==> src/rtl/pgate_arb_pkg.sv <==
// Shared types and helpers for the pass-gate bus arbiter: FSM state encoding,
// round-robin pick function and elaboration-time parameter range checks.
package pgate_arb_pkg;

  localparam int MAX_NREQ = 16;
  localparam int MAX_DEAD = 15;
  localparam int IDX_W    = 4;

  typedef enum logic [1:0] {
    IDLE   = 2'd0,
    SETTLE = 2'd1,
    ON     = 2'd2,
    OFF    = 2'd3
  } state_t;

  typedef struct packed {
    logic             found;
    logic [IDX_W-1:0] index;
  } pick_t;

  // First set request bit scanning upward from 'start', wrapping at nreq.
  function automatic pick_t rr_pick(input logic [MAX_NREQ-1:0] req,
                                    input logic [IDX_W-1:0]    start,
                                    input int                  nreq);
    pick_t res;
    int    idx;
    res = '0;
    for (int k = 0; k < MAX_NREQ; k++) begin
      idx = (int'(start) + k) % nreq;
      if ((k < nreq) && !res.found && req[idx[IDX_W-1:0]]) begin
        res.found = 1'b1;
        res.index = idx[IDX_W-1:0];
      end
    end
    return res;
  endfunction

  // Legal parameter envelope of the arbiter.
  function automatic bit params_ok(input int nreq, input int dead, input int hold);
    return (nreq >= 2) && (nreq <= MAX_NREQ) &&
           (dead >= 0) && (dead <= MAX_DEAD) &&
           (hold >= 1);
  endfunction

  // The release phase always lasts at least one all-off cycle.
  function automatic int off_cycles(input int dead);
    return (dead > 0) ? dead : 1;
  endfunction

endpackage

==> src/rtl/pgate_dead_timer.sv <==
// Dead-time down-counter shared by the SETTLE and OFF phases. After a load of
// N (N >= 1) the done flag is high during the N-th cycle, so the phase that
// loaded it lasts exactly N cycles.
module pgate_dead_timer #(
  parameter int W = 4
) (
  input  logic         clk,
  input  logic         rst,
  input  logic         load,
  input  logic [W-1:0] load_val,
  output logic         done
);

  logic [W-1:0] count;

  // Load on request, otherwise count down and park at zero.
  always_ff @(posedge clk or posedge rst) begin
    if (rst) begin
      count <= '0;
    end else if (load) begin
      count <= load_val;
    end else if (count != '0) begin
      count <= count - 1'b1;
    end
  end

  assign done = (count == W'(1));

endmodule

==> src/rtl/pgate_bus_arbiter.sv <==
// Round-robin arbiter sharing one bus segment among NREQ pass gates.
// Enforces break-before-make dead time and a per-grant hold timeout. All gate
// enables and status outputs come straight from flops, one cycle behind the
// FSM state, so there is no combinational path from req to the gate drives.
module pgate_bus_arbiter
  import pgate_arb_pkg::*;
#(
  parameter int NREQ     = 4,
  parameter int DEAD_CYC = 2,
  parameter int MAX_HOLD = 16
) (
  input  logic                    clk,
  input  logic                    rst,
  input  logic [NREQ-1:0]         req,
  output logic [NREQ-1:0]         gnt,
  output logic [NREQ-1:0]         en_n,
  output logic [NREQ-1:0]         en_p,
  output logic [$clog2(NREQ)-1:0] owner,
  output logic                    busy,
  output logic                    timeout
);

  localparam int OW      = $clog2(NREQ);
  localparam int HW      = $clog2(MAX_HOLD + 1);
  localparam int TW      = 4;
  localparam int OFF_CYC = off_cycles(DEAD_CYC);

  if (!params_ok(NREQ, DEAD_CYC, MAX_HOLD)) begin : g_bad_params
    $error("pgate_bus_arbiter: parameter out of range");
  end

  state_t state;
  state_t next_state;

  logic [MAX_NREQ-1:0] req_ext;
  pick_t               pick;
  logic [OW-1:0]       pick_idx;

  // winner: requester being settled/owning the bus.
  // rr_base: first index scanned by the next pick (one past the last owner),
  // so reset value 0 gives requester 0 top priority.
  logic [OW-1:0]       winner;
  logic [OW-1:0]       win_next;
  logic [OW-1:0]       rr_base;
  logic [OW-1:0]       owner_d;

  logic                latch;
  logic                entering_on;
  logic                owner_req;
  logic                hold_max;
  logic [HW-1:0]       hold;

  logic                timer_load;
  logic [TW-1:0]       timer_val;
  logic                timer_done;

  logic                tmo_next;
  logic                tmo_flag;
  logic [NREQ-1:0]     en_d;

  pgate_dead_timer #(
    .W(TW)
  ) u_dead_timer (
    .clk      (clk),
    .rst      (rst),
    .load     (timer_load),
    .load_val (timer_val),
    .done     (timer_done)
  );

  // Round-robin candidate and owner-side status used by the FSM.
  always_comb begin
    req_ext           = '0;
    req_ext[NREQ-1:0] = req;
    pick              = rr_pick(req_ext, IDX_W'(rr_base), NREQ);
    pick_idx          = OW'(pick.index);
    owner_req         = req[winner];
    hold_max          = (hold == HW'(MAX_HOLD));
  end

  // State register.
  always_ff @(posedge clk or posedge rst) begin
    if (rst) begin
      state <= IDLE;
    end else begin
      state <= next_state;
    end
  end

  // Next-state logic plus the control strobes that go with each transition.
  always_comb begin
    next_state = state;
    latch      = 1'b0;
    timer_load = 1'b0;
    timer_val  = TW'(OFF_CYC);
    tmo_next   = 1'b0;
    case (state)
      IDLE: begin
        if (pick.found) begin
          latch = 1'b1;
          if (DEAD_CYC > 0) begin
            next_state = SETTLE;
            timer_load = 1'b1;
            timer_val  = TW'(DEAD_CYC);
          end else begin
            next_state = ON;
          end
        end
      end
      SETTLE: begin
        if (!owner_req) begin
          next_state = IDLE;
        end else if (timer_done) begin
          next_state = ON;
        end
      end
      ON: begin
        if (!owner_req) begin
          next_state = OFF;
          timer_load = 1'b1;
        end else if (hold_max) begin
          next_state = OFF;
          timer_load = 1'b1;
          tmo_next   = 1'b1;
        end
      end
      OFF: begin
        if (timer_done) begin
          if (pick.found) begin
            next_state = ON;
            latch      = 1'b1;
          end else begin
            next_state = IDLE;
          end
        end
      end
      default: begin
        next_state = IDLE;
      end
    endcase
  end

  // Owner chosen this cycle and whether the bus is being handed to it now.
  always_comb begin
    win_next    = latch ? pick_idx : winner;
    entering_on = (next_state == ON) && (state != ON);
  end

  // Winner latch, round-robin base, hold counter and timeout strobe.
  always_ff @(posedge clk or posedge rst) begin
    if (rst) begin
      winner   <= '0;
      rr_base  <= '0;
      hold     <= '0;
      tmo_flag <= 1'b0;
    end else begin
      tmo_flag <= tmo_next;
      if (latch) begin
        winner <= pick_idx;
      end
      if (entering_on) begin
        rr_base <= (win_next == OW'(NREQ - 1)) ? '0 : win_next + 1'b1;
        hold    <= HW'(1);
      end else if ((state == ON) && (next_state == ON)) begin
        hold <= hold + 1'b1;
      end
    end
  end

  // Output decode from the current state; registered on the next edge.
  always_comb begin
    en_d    = '0;
    owner_d = owner;
    if (state == ON) begin
      en_d[winner] = 1'b1;
      owner_d      = winner;
    end
  end

  // Registered gate drives and status; reset turns every gate off at once.
  always_ff @(posedge clk or posedge rst) begin
    if (rst) begin
      gnt     <= '0;
      en_n    <= '0;
      en_p    <= '1;
      owner   <= '0;
      busy    <= 1'b0;
      timeout <= 1'b0;
    end else begin
      gnt     <= en_d;
      en_n    <= en_d;
      en_p    <= ~en_d;
      owner   <= owner_d;
      busy    <= |en_d;
      timeout <= tmo_flag;
    end
  end

endmodule
==> config.mk <==
export PLATFORM = sky130hd
export DESIGN_NAME = pgate_bus_arbiter
export DESIGN_NICKNAME = d
export VERILOG_FILES = /design/src/rtl/pgate_arb_pkg.sv /design/src/rtl/pgate_dead_timer.sv /design/src/rtl/pgate_bus_arbiter.sv
export SDC_FILE = /design/constraint.sdc
export NUM_CORES = 1
export LEC_CHECK = 0
export CAP_MARGIN = 40
export CORE_UTILIZATION = 30
export CTS_CLUSTER_DIAMETER = 30
export DETAILED_ROUTE_END_ITERATION = 8
export GPL_TIMING_DRIVEN = 0
export HOLD_SLACK_MARGIN = 0.02
export SLEW_MARGIN = 15
export SYNTH_ARGS = -nofsm -noshare
export SYNTH_HDL_FRONTEND = slang
export SYNTH_SLANG_ARGS = --single-unit
==> constraint.sdc <==
create_clock -name clk -period 4.34 [get_ports clk]
set_input_delay 0.868 -clock clk [delete_from_list [all_inputs] [get_ports clk]]
set_output_delay 0.868 -clock clk [all_outputs]
set_load 0.02 [all_outputs]
==> qor.txt, run 1 <==
Remaining DRCs = 0
num ports = 22
crit path kind = input port to flop
Final setup viols = 0
Post-CTS Hold Buffers = 0
status = completed
clock-pin slew on the worst setup and hold paths = 0.10 ns
post-CTS resize count = 0
Worst-Margin Slew = 0.619 ns
Post-Synthesis Cells = 148
RR Endpoint = hold[4]
post-synthesis sequential area ratio = 45.7%
dpl cells = 237
minimum setup slack among reg-to-reg paths = 1.93 ns
post-synth top area cell = dfrtp_1
die area = 0.00544 mm2
total gr overflow = 0
core area = 0.00485 mm2
routed vias/inst = 4.73
row count = 25
postcts setup bufs = 0
Pwr Density = 498 mW/mm2
drt first pass iters = 4
final instance area = 0.00194 mm2
gr usage total = 11.3%
crit-path max FO = 7
Synth Flop Type = dfrtp_1
first-pass GRT wire length = 4.72 mm
1st-iter DRT viols = 37
number of port buffers = 21
Worst setup startpoint = req[2]
Tcrit/Tclk final = 70.3%
antenna violations before repair = 0
Initial Util = 31.9%
max_slew headroom = 58.8%
worst vdd ir = 0.248 mV
largest net degree at the start of global routing = 21
number of CTS-inserted buffers = 3
cell chosen for the clock root = clkbuf_8
Die Span X = 73.8 um
Final HPWL DP = 2.14 mm
#FFs+latches synth = 28
Post-synth EDFFs = 0
Fin Setup TNS = 0 ns
final core utilization = 40.0%
Async SR Flop Fraction = 100%
Yosys cell types = 46
final hold violations = 0
Leak = 0.000891 uW
antenna cell count = 0
syn nets = 164
synth warn = 0
RSZ-0062 raised after global routing = false
crit path capture type = flop
vias = 1141
Max-cap violations = 0
clk_lat worst skew = 0.28 ns
Final #Nets = 191
Post-Synthesis Cell Area = 0.00155 mm2
worst hold path type = flop to flop
crit path to = rr_base[1]
fillers = 486
die height = 73.8 um
Worst Path Arrival = 3.22 ns
Non-Filler Instances = 241
H-tree Lvls = 1
FMAX = 328 MHz
Setup Skew = 0.00838 ns
GPL Wtd Cong = 0.850
Setup crit start kind = input port
FF-to-FF path depth = 7
CTS tree = yes
power consumption = 966 uW
number of global-route vias before repair = 1044
share of layout cells above drive strength 1 = 14.4%
most frequent cell after synthesis = dfrtp_1
Final Max Tran Viols = 0
Critical Path RT = 4.51 ns
WL per Instance = 11.5 um
post-route ant nets = 0
RR Startpoint = u_dead_timer.count[1]
most frequent cells after synthesis = 24 x dfrtp_1, 16 x inv_1, 10 x ha_1, 10 x nand2_1, 8 x nor2_1
area growth from synthesis to layout = 25.4%
CTS Sinks = 28
Longest Clk Path Bufs = 2
cell area after placement = 0.00187 mm2
synthesized area per cell = 10.4 um2
share of the synthesized area in the top cell type = 38.9%
Synth area leaders = dfrtp_1 39%, ha_1 8.1%, dfstp_2 6.8%
total wire length = 2.76 mm
post-route minimum period = 3.05 ns
==> registers in the layout, summed over array words and instances, names as in the netlist <==
name                flops
state                   2
winner                  2
en_p                    4
rr_base                 2
u_dead_timer.count      4
hold                    5
timeout                 1
owner                   2
en_n                    4
busy                    1
tmo_flag                1
==> through the flow <==
step | setup WS [ns] | hold slack [ns]
floorplan | 1.74 | 0.331
global placement | 0.982 | 0.337
detailed placement | 0.981 | 0.337
CTS | 1.28 | 0.359
global route | 1.10 | 0.361
finish | 1.29 | 0.356
==> where the power goes <==
group	internal, uW	switching, uW
Clock	123	81.3
Combinational	176	222
Sequential	315	47.1
Total	615	351
==> worst max-delay path, cell delays in order <==
cell	delay (ns)
clkdlybuf4s50_1	0.54
or4_2	0.73
o211ai_1	0.21
a2111oi_0	0.12
a21o_1	0.21
ha_1	0.28
mux2_2	0.27
==> how the worst min path moves through the flow <==
stage	from	endpoint	slack, ns	cells past startpoint
after floorplan	tmo_flag	timeout	0.33	0
after global placement	tmo_flag	timeout	0.34	0
after detailed placement	tmo_flag	timeout	0.34	0
after CTS	tmo_flag	timeout	0.36	0
after global routing	tmo_flag	timeout	0.36	0
final	tmo_flag	timeout	0.36	0
==> area by class of cell <==
type | instances | area (um2) | area share, %
buffer | 9 | 60.1 | 3.10
clock buffer | 3 | 41.3 | 2.13
clock inverter | 1 | 30.0 | 1.55
inverter | 16 | 60.1 | 3.10
multi-input combinational | 95 | 719 | 37.1
sequential | 28 | 706 | 36.4
tap | 67 | 83.8 | 4.33
timing repair buffer | 22 | 238 | 12.3
==> cell usage in the layout, fill, tap and decap left out, drive strengths merged, types with 4 or more instances in the layout <==
master / count
clkbuf: 6
a21oi: 6
nand3: 5
buf: 7
mux2i: 4
nand2: 10
dfrtp: 24
nor2: 8
ha: 10
inv: 16
clkdlybuf4s50: 21
nor3: 4
dfstp: 4
==> routing by layer <==
layer | global-route usage [%] | wire [um]
met4 | 4.06 | 40
met3 | 3.02 | 115
met1 | 14.4 | 1380
met5 | 0 | 0
met2 | 18.5 | 1220
==> cell families (layout without fill, tap and decap cells) <==
group / Yosys count / in the layout / share of synthesized area (%)
AO/OA/AOI/OAI: 27 / 27 / 12.5
XOR/XNOR: 1 / 1 / 0.567
adder cells (fa/ha/maj): 10 / 10 / 8.10
buffers and inverters: 25 / 51 / 7.77
flip-flops: 28 / 28 / 45.7
multiplexers: 8 / 8 / 6.48
AND/OR/NAND/NOR: 49 / 49 / 18.9
No activity file was read; power rests on OpenSTA's default activity.
==> run 2: changes to the inputs <==
clock period = 2.5 ns   (was 4.34 ns; I/O delays follow)
==> run 2 against run 1 <==
Effect of this change:
- sequential share of layout area decreased by 0.19 points
- combinational power increased by 76%
- clock power increased by 73%
- critical path type unchanged
- largest power group unchanged
- highest routed layer unchanged
==> qor.txt, run 2 (same netlist as run 1, synthesis figures left out) <==
status = completed (unchanged)
Setup Skew = 0.00476 ns (was 0.00838 ns)
post-route ant nets = 0 (unchanged)
Critical Path Slowest Stage Cell = or4_2 (unchanged)
antenna cell count = 0 (unchanged)
die area = 0.00544 mm2 (unchanged)
sequential power share = 37.3% (was 37.5%)
Final HPWL DP = 2.14 mm (unchanged)
clock share of power = 21.0% (was 21.2%)
Non-Filler Instances = 241 (unchanged)
Leak = 0.000897 uW (was 0.000891 uW)
first-pass GRT wire length = 4.71 mm (was 4.72 mm)
Worst Path Arrival = 2.60 ns (was 3.22 ns)
Comb power frac = 41.7% (was 41.3%)
gr usage total = 11.3% (about the same)
area growth from synthesis to layout = 26.1% (was 25.4%)
worst vdd ir = 0.427 mV (was 0.248 mV)
Initial Util = 31.9% (unchanged)
max_slew headroom = 71.1% (was 58.8%)
die height = 73.8 um (unchanged)
total gr overflow = 0 (unchanged)
GPL Wtd Cong = 0.850 (unchanged)
final worst slack = 0.0721 ns (was 1.29 ns)
routed vias/inst = 4.73 (about the same)
Switching Power = 621 uW (was 351 uW)
switching part of the total = 36.8% (was 36.3%)
share of layout cells above drive strength 1 = 16.1% (was 14.4%)
slowest cell delay on critical path = 0.70 ns (was 0.73 ns)
Final Max Tran Viols = 0 (unchanged)
Fin Setup TNS = 0 ns (unchanged)
CTS tree = yes (unchanged)
max FFs per register = 5 (unchanged)
number of CTS-inserted buffers = 3 (unchanged)
row count = 25 (unchanged)
RR Startpoint = u_dead_timer.count[1] (unchanged)
crit path kind = input port to flop (unchanged)
FF-to-FF path depth = 8 (was 7)
Min Hold Slack = 0.358 ns (was 0.356 ns)
dpl ws = -0.491 ns (was 0.981 ns)
final hold violations = 0 (unchanged)
most frequent cells in the layout = 24 x dfrtp_1, 17 x clkdlybuf4s50_1, 16 x inv_1, 10 x nand2_1, 10 x ha_1 (was 24 x dfrtp_1, 21 x clkdlybuf4s50_1, 16 x inv_1, 10 x nand2_1, 10 x ha_1)
dpl cells = 237 (unchanged)
power consumption = 1690 uW (was 966 uW)
Post-CTS Hold Buffers = 0 (unchanged)
vias = 1140 (was 1141)
clk_lat worst skew = 0.27 ns (was 0.28 ns)
hold path start = tmo_flag (unchanged)
RR Endpoint = rr_base[1] (was hold[4])
minimum setup slack among reg-to-reg paths = 0.12 ns (was 1.93 ns)
Critical Path RT = 2.67 ns (was 4.51 ns)
H-tree Lvls = 1 (unchanged)
Final #Nets = 191 (unchanged)
num ports = 22 (unchanged)
worst min-delay path endpoint = timeout (unchanged)
FMAX = 412 MHz
core area = 0.00485 mm2 (unchanged)
clock-pin slew on the worst setup and hold paths = 0.10 ns (about the same)
1st-iter DRT viols = 36 (was 37)
Setup crit start kind = input port (unchanged)
CTS Sinks = 28 (unchanged)
Max-cap violations = 0 (unchanged)
internal power = 1070 uW (was 615 uW)
total wire length = 2.84 mm (was 2.76 mm)
worst hold path type = flop to flop (unchanged)
post-route minimum period = 2.43 ns
drt first pass iters = 4 (unchanged)
Largest Register = hold (unchanged)
crit path capture type = flop (unchanged)
Tcrit/Tclk final = 97.1%
Worst Hold Depth = 0 (unchanged)
commonest non-fill, non-tap cell in the layout = dfrtp_1 (unchanged)
Final setup viols = 0 (unchanged)
WL per Instance = 11.8 um (was 11.5 um)
Longest Clk Path Bufs = 2 (unchanged)
antenna violations before repair = 0 (unchanged)
Worst-Margin Slew = 0.433 ns (was 0.619 ns)
Pwr Density = 867 mW/mm2 (was 498 mW/mm2)
crit path cell chain = dlygate4sd2_1 > or4_2 > o211ai_1 > a2111oi_0 > a21o_1 > ha_1 > mux2_2 (was clkdlybuf4s50_1 > or4_2 > o211ai_1 > a2111oi_0 > a21o_1 > ha_1 > mux2_2)
postcts setup bufs = 0 (unchanged)
cell chosen for the clock root = clkbuf_8 (unchanged)
number of port buffers = 21 (unchanged)
crit-path max FO = 7 (unchanged)
fillers = 492 (was 486)
number of global-route vias before repair = 1041 (was 1044)
Die Span X = 73.8 um (unchanged)
largest net degree at the start of global routing = 21 (unchanged)
Remaining DRCs = 0 (unchanged)
[run 2: area by class of cell]
cell class                      instances  area [um2]  area share, %
Multi-Input combinational cell         95         734           37.7
Sequential cell                        28         706           36.2
Timing Repair Buffer                   22         233           11.9
Tap cell                               67        83.8           4.30
Buffer                                  9        60.1           3.08
Inverter                               16        60.1           3.08
Clock buffer                            3        41.3           2.12
Clock inverter                          1        30.0           1.54
[run 2: power by group through the flow]
| stage | Combinational [uW] | Clock (uW) | Sequential [uW] |
|---|---|---|---|
| finish | 704 | 355 | 630 |
| global route | 789 | 385 | 645 |
| CTS | 695 | 369 | 630 |
| detailed placement | 695 | 0 | 637 |
| global placement | 671 | 0 | 635 |
| floorplan | 505 | 0 | 636 |
[run 2: worst max-delay path by stage]
stage	startpoint	endpoint	slack, ns	cells after the start
6_report	req[2]	rr_base[1]	0.07	7
3_3_place_gp	req[2]	rr_base[1]	-0.49	7
4_1_cts	req[2]	rr_base[1]	0.06	7
3_5_place_dp	req[2]	rr_base[1]	-0.49	7
5_1_grt	u_dead_timer.count[1]	rr_base[1]	-0.002	8
2_1_floorplan	req[2]	rr_base[1]	0.26	6
[run 2: routing by layer]
layer | vias up | part of all wire, % | GRT usage, % | wire (um)
met2 | 28 | 45 | 17.8 | 1290
met5 | - | 0 | 0 | 0
met1 | 537 | 50 | 14.8 | 1410
li1 | 571 | - | - | -
met3 | 4 | 3.6 | 3.02 | 102
met4 | 0 | 1.4 | 4.06 | 40
[run 2: repair_timing]
item / in CTS / in global routing
pin swaps: 0 / 1
gates resized for setup: 5 / 2
endpoints found under the setup margin: 3 / 5
endpoints found under the hold margin: 0 / 0
[run 2: critical path, delay by kind of cell]
family / cells / cell delay [ns]
mux: 1 / 0.27
fa+ha+maj: 1 / 0.28
compound gates: 3 / 0.53
simple gates: 1 / 0.70
buf+inv: 1 / 0.32
[run 2: stage by stage]
stage,utilization (%),instance area [um2]
after floorplan,-,1550
after global placement,37.9,1840
after detailed placement,38.5,1870
after CTS,40.0,1940
after global routing,40.2,1950
final,40.2,1950
==> run 3: changes to the inputs <==
CELL_PAD_IN_SITES_DETAIL_PLACEMENT = 1   (was not set)
CELL_PAD_IN_SITES_GLOBAL_PLACEMENT = 1   (was not set)
PLACE_DENSITY_LB_ADDON = 0.1   (was not set)
==> run 3 against run 2 <==
Effect of this change:
- power increased by 4.9%
- sequential cell count unchanged
- register-to-register slack got worse by 0.02 ns
- highest routed layer unchanged
==> qor.txt, run 3 (same netlist as run 1, synthesis figures left out) <==
met1 usage = 19.2% (was 14.8%)
RR Endpoint = rr_base[1] (unchanged)
drt first pass iters = 4 (unchanged)
final worst slack = 0.0751 ns (was 0.0721 ns)
antenna violations before repair = 0 (unchanged)
status = completed (unchanged)
row count = 25 (unchanged)
clk_lat worst skew = 0.28 ns (was 0.27 ns)
vias = 1173 (was 1140)
Largest Register = hold (unchanged)
clock-pin slew on the worst setup and hold paths = 0.11 ns (was 0.10 ns)
1st-iter DRT viols = 73 (was 36)
GR peak layer = met2 (unchanged)
share of layout cells above drive strength 1 = 17.6% (was 16.1%)
crit path capture type = flop (unchanged)
first-pass GRT wire length = 6.02 mm (was 4.71 mm)
Worst setup startpoint = req[2] (unchanged)
Longest Clk Path Bufs = 2 (unchanged)
Worst-Margin Slew = 0.450 ns (was 0.433 ns)
gr usage total = 14.4% (was 11.3%)
crit path to = rr_base[1] (unchanged)
commonest non-fill, non-tap cell in the layout = dfrtp_1 (unchanged)
area growth from synthesis to layout = 27.4% (was 26.1%)
H-tree Lvls = 1 (unchanged)
die area = 0.00544 mm2 (unchanged)
RR Startpoint = u_dead_timer.count[1] (unchanged)
number of port buffers = 21 (unchanged)
Post-CTS Hold Buffers = 0 (unchanged)
Initial Util = 31.9% (unchanged)
final instance area = 0.00197 mm2 (was 0.00195 mm2)
crit-path max FO = 7 (unchanged)
cell chosen for the clock root = clkbuf_8 (unchanged)
Remaining DRCs = 0 (unchanged)
final core utilization = 40.6% (was 40.2%)
Fin Setup TNS = 0 ns (unchanged)
Setup Skew = 0.00911 ns (was 0.00476 ns)
dpl ws = -0.501 ns (was -0.491 ns)
worst hold path type = flop to flop (unchanged)
FF-to-FF path depth = 8 (unchanged)
CTS Sinks = 28 (unchanged)
Critical Path RT = 2.68 ns (was 2.67 ns)
max FFs per register = 5 (unchanged)
worst vdd ir = 0.405 mV (was 0.427 mV)
post-route ant nets = 0 (unchanged)
Final #Nets = 193 (was 191)
WL per Instance = 14.4 um (was 11.8 um)
post-route minimum period = 2.42 ns (was 2.43 ns)
Final Max Tran Viols = 0 (unchanged)
crit path kind = input port to flop (unchanged)
total gr overflow = 0 (unchanged)
GPL Wtd Cong = 0.789 (was 0.850)
Tcrit/Tclk final = 97.0% (was 97.1%)
antenna cell count = 0 (unchanged)
cell area after placement = 0.00187 mm2 (unchanged)
final hold violations = 0 (unchanged)
Leak = 0.000906 uW (was 0.000897 uW)
number of CTS-inserted buffers = 3 (unchanged)
Die Span X = 73.8 um (unchanged)
minimum setup slack among reg-to-reg paths = 0.10 ns (was 0.12 ns)
most frequent cells in the layout = 24 x dfrtp_1, 17 x clkdlybuf4s50_1, 16 x inv_1, 10 x nand2_1, 10 x ha_1 (unchanged)
die height = 73.8 um (unchanged)
number of global-route vias before repair = 1270 (was 1041)
num ports = 22 (unchanged)
met3 Track Usage GR = 1.65% (was 3.02%)
Worst Path Arrival = 2.60 ns (about the same)
RSZ-0062 raised after global routing = true
Setup crit start kind = input port (unchanged)
Final setup viols = 0 (unchanged)
largest net degree at the start of global routing = 21 (unchanged)
Pwr Density = 900 mW/mm2 (was 867 mW/mm2)
Final HPWL DP = 2.66 mm (was 2.14 mm)
max_slew headroom = 70.0% (was 71.1%)
FMAX = 412 MHz (about the same)
M2 GR Usage = 24.5% (was 17.8%)
core area = 0.00485 mm2 (unchanged)
total wire length = 3.49 mm (was 2.84 mm)
routed vias/inst = 4.83 (was 4.73)
Max-cap violations = 0 (unchanged)
CTS tree = yes (unchanged)
-- run 3: area by class of cell --
cell class,instances,area [um2]
fill,562,2880
multi-input combinational,95,741
sequential,28,706
timing repair buffer,24,248
tap,67,83.8
buffer,9,60.1
inverter,16,60.1
clock buffer,3,41.3
clock inverter,1,30.0
-- run 3: metal layers --
| metal | share of wire, % | vias to the layer above |
|---|---|---|
| li1 | - | 577 |
| met1 | 48 | 578 |
| met2 | 49 | 16 |
| met3 | 2.5 | 2 |
| met4 | 0.60 | 0 |
| met5 | 0 | - |
-- run 3: power breakdown --
part / switching [uW] / internal [uW]
sequential: 87.7 / 547
combinational: 423 / 345
clock: 154 / 215
-- run 3: critical path, cell delays in order --
cell	delay, ns
dlygate4sd2_1	0.34
or4_2	0.71
o211ai_1	0.23
a2111oi_2	0.10
a21o_1	0.20
ha_1	0.27
mux2_2	0.25
-- run 3: what timing repair did --
action                                  CTS  global route
pin swaps                                 1             1
endpoints found under the setup margin    4             2
gates resized for setup                   4             5
setup buffers                             2             0
-- run 3: through the flow --
step / power [uW] / instances / hold WS [ns]
finish: 1770 / 243 / 0.363
global route: 1910 / 243 / 0.387
CTS: 1760 / 243 / 0.364
detailed placement: 1360 / 237 / 0.340
global placement: 1310 / 236 / 0.335
floorplan: 1140 / 148 / 0.331
-- run 3: worst min-delay path by stage --
stage | startpoint | endpoint | slack (ns) | depth (start not counted)
after CTS | tmo_flag | timeout | 0.36 | 0
after global routing | tmo_flag | timeout | 0.39 | 0
final | tmo_flag | timeout | 0.36 | 0
after floorplan | tmo_flag | timeout | 0.33 | 0
after global placement | tmo_flag | timeout | 0.34 | 0
after detailed placement | tmo_flag | timeout | 0.34 | 0
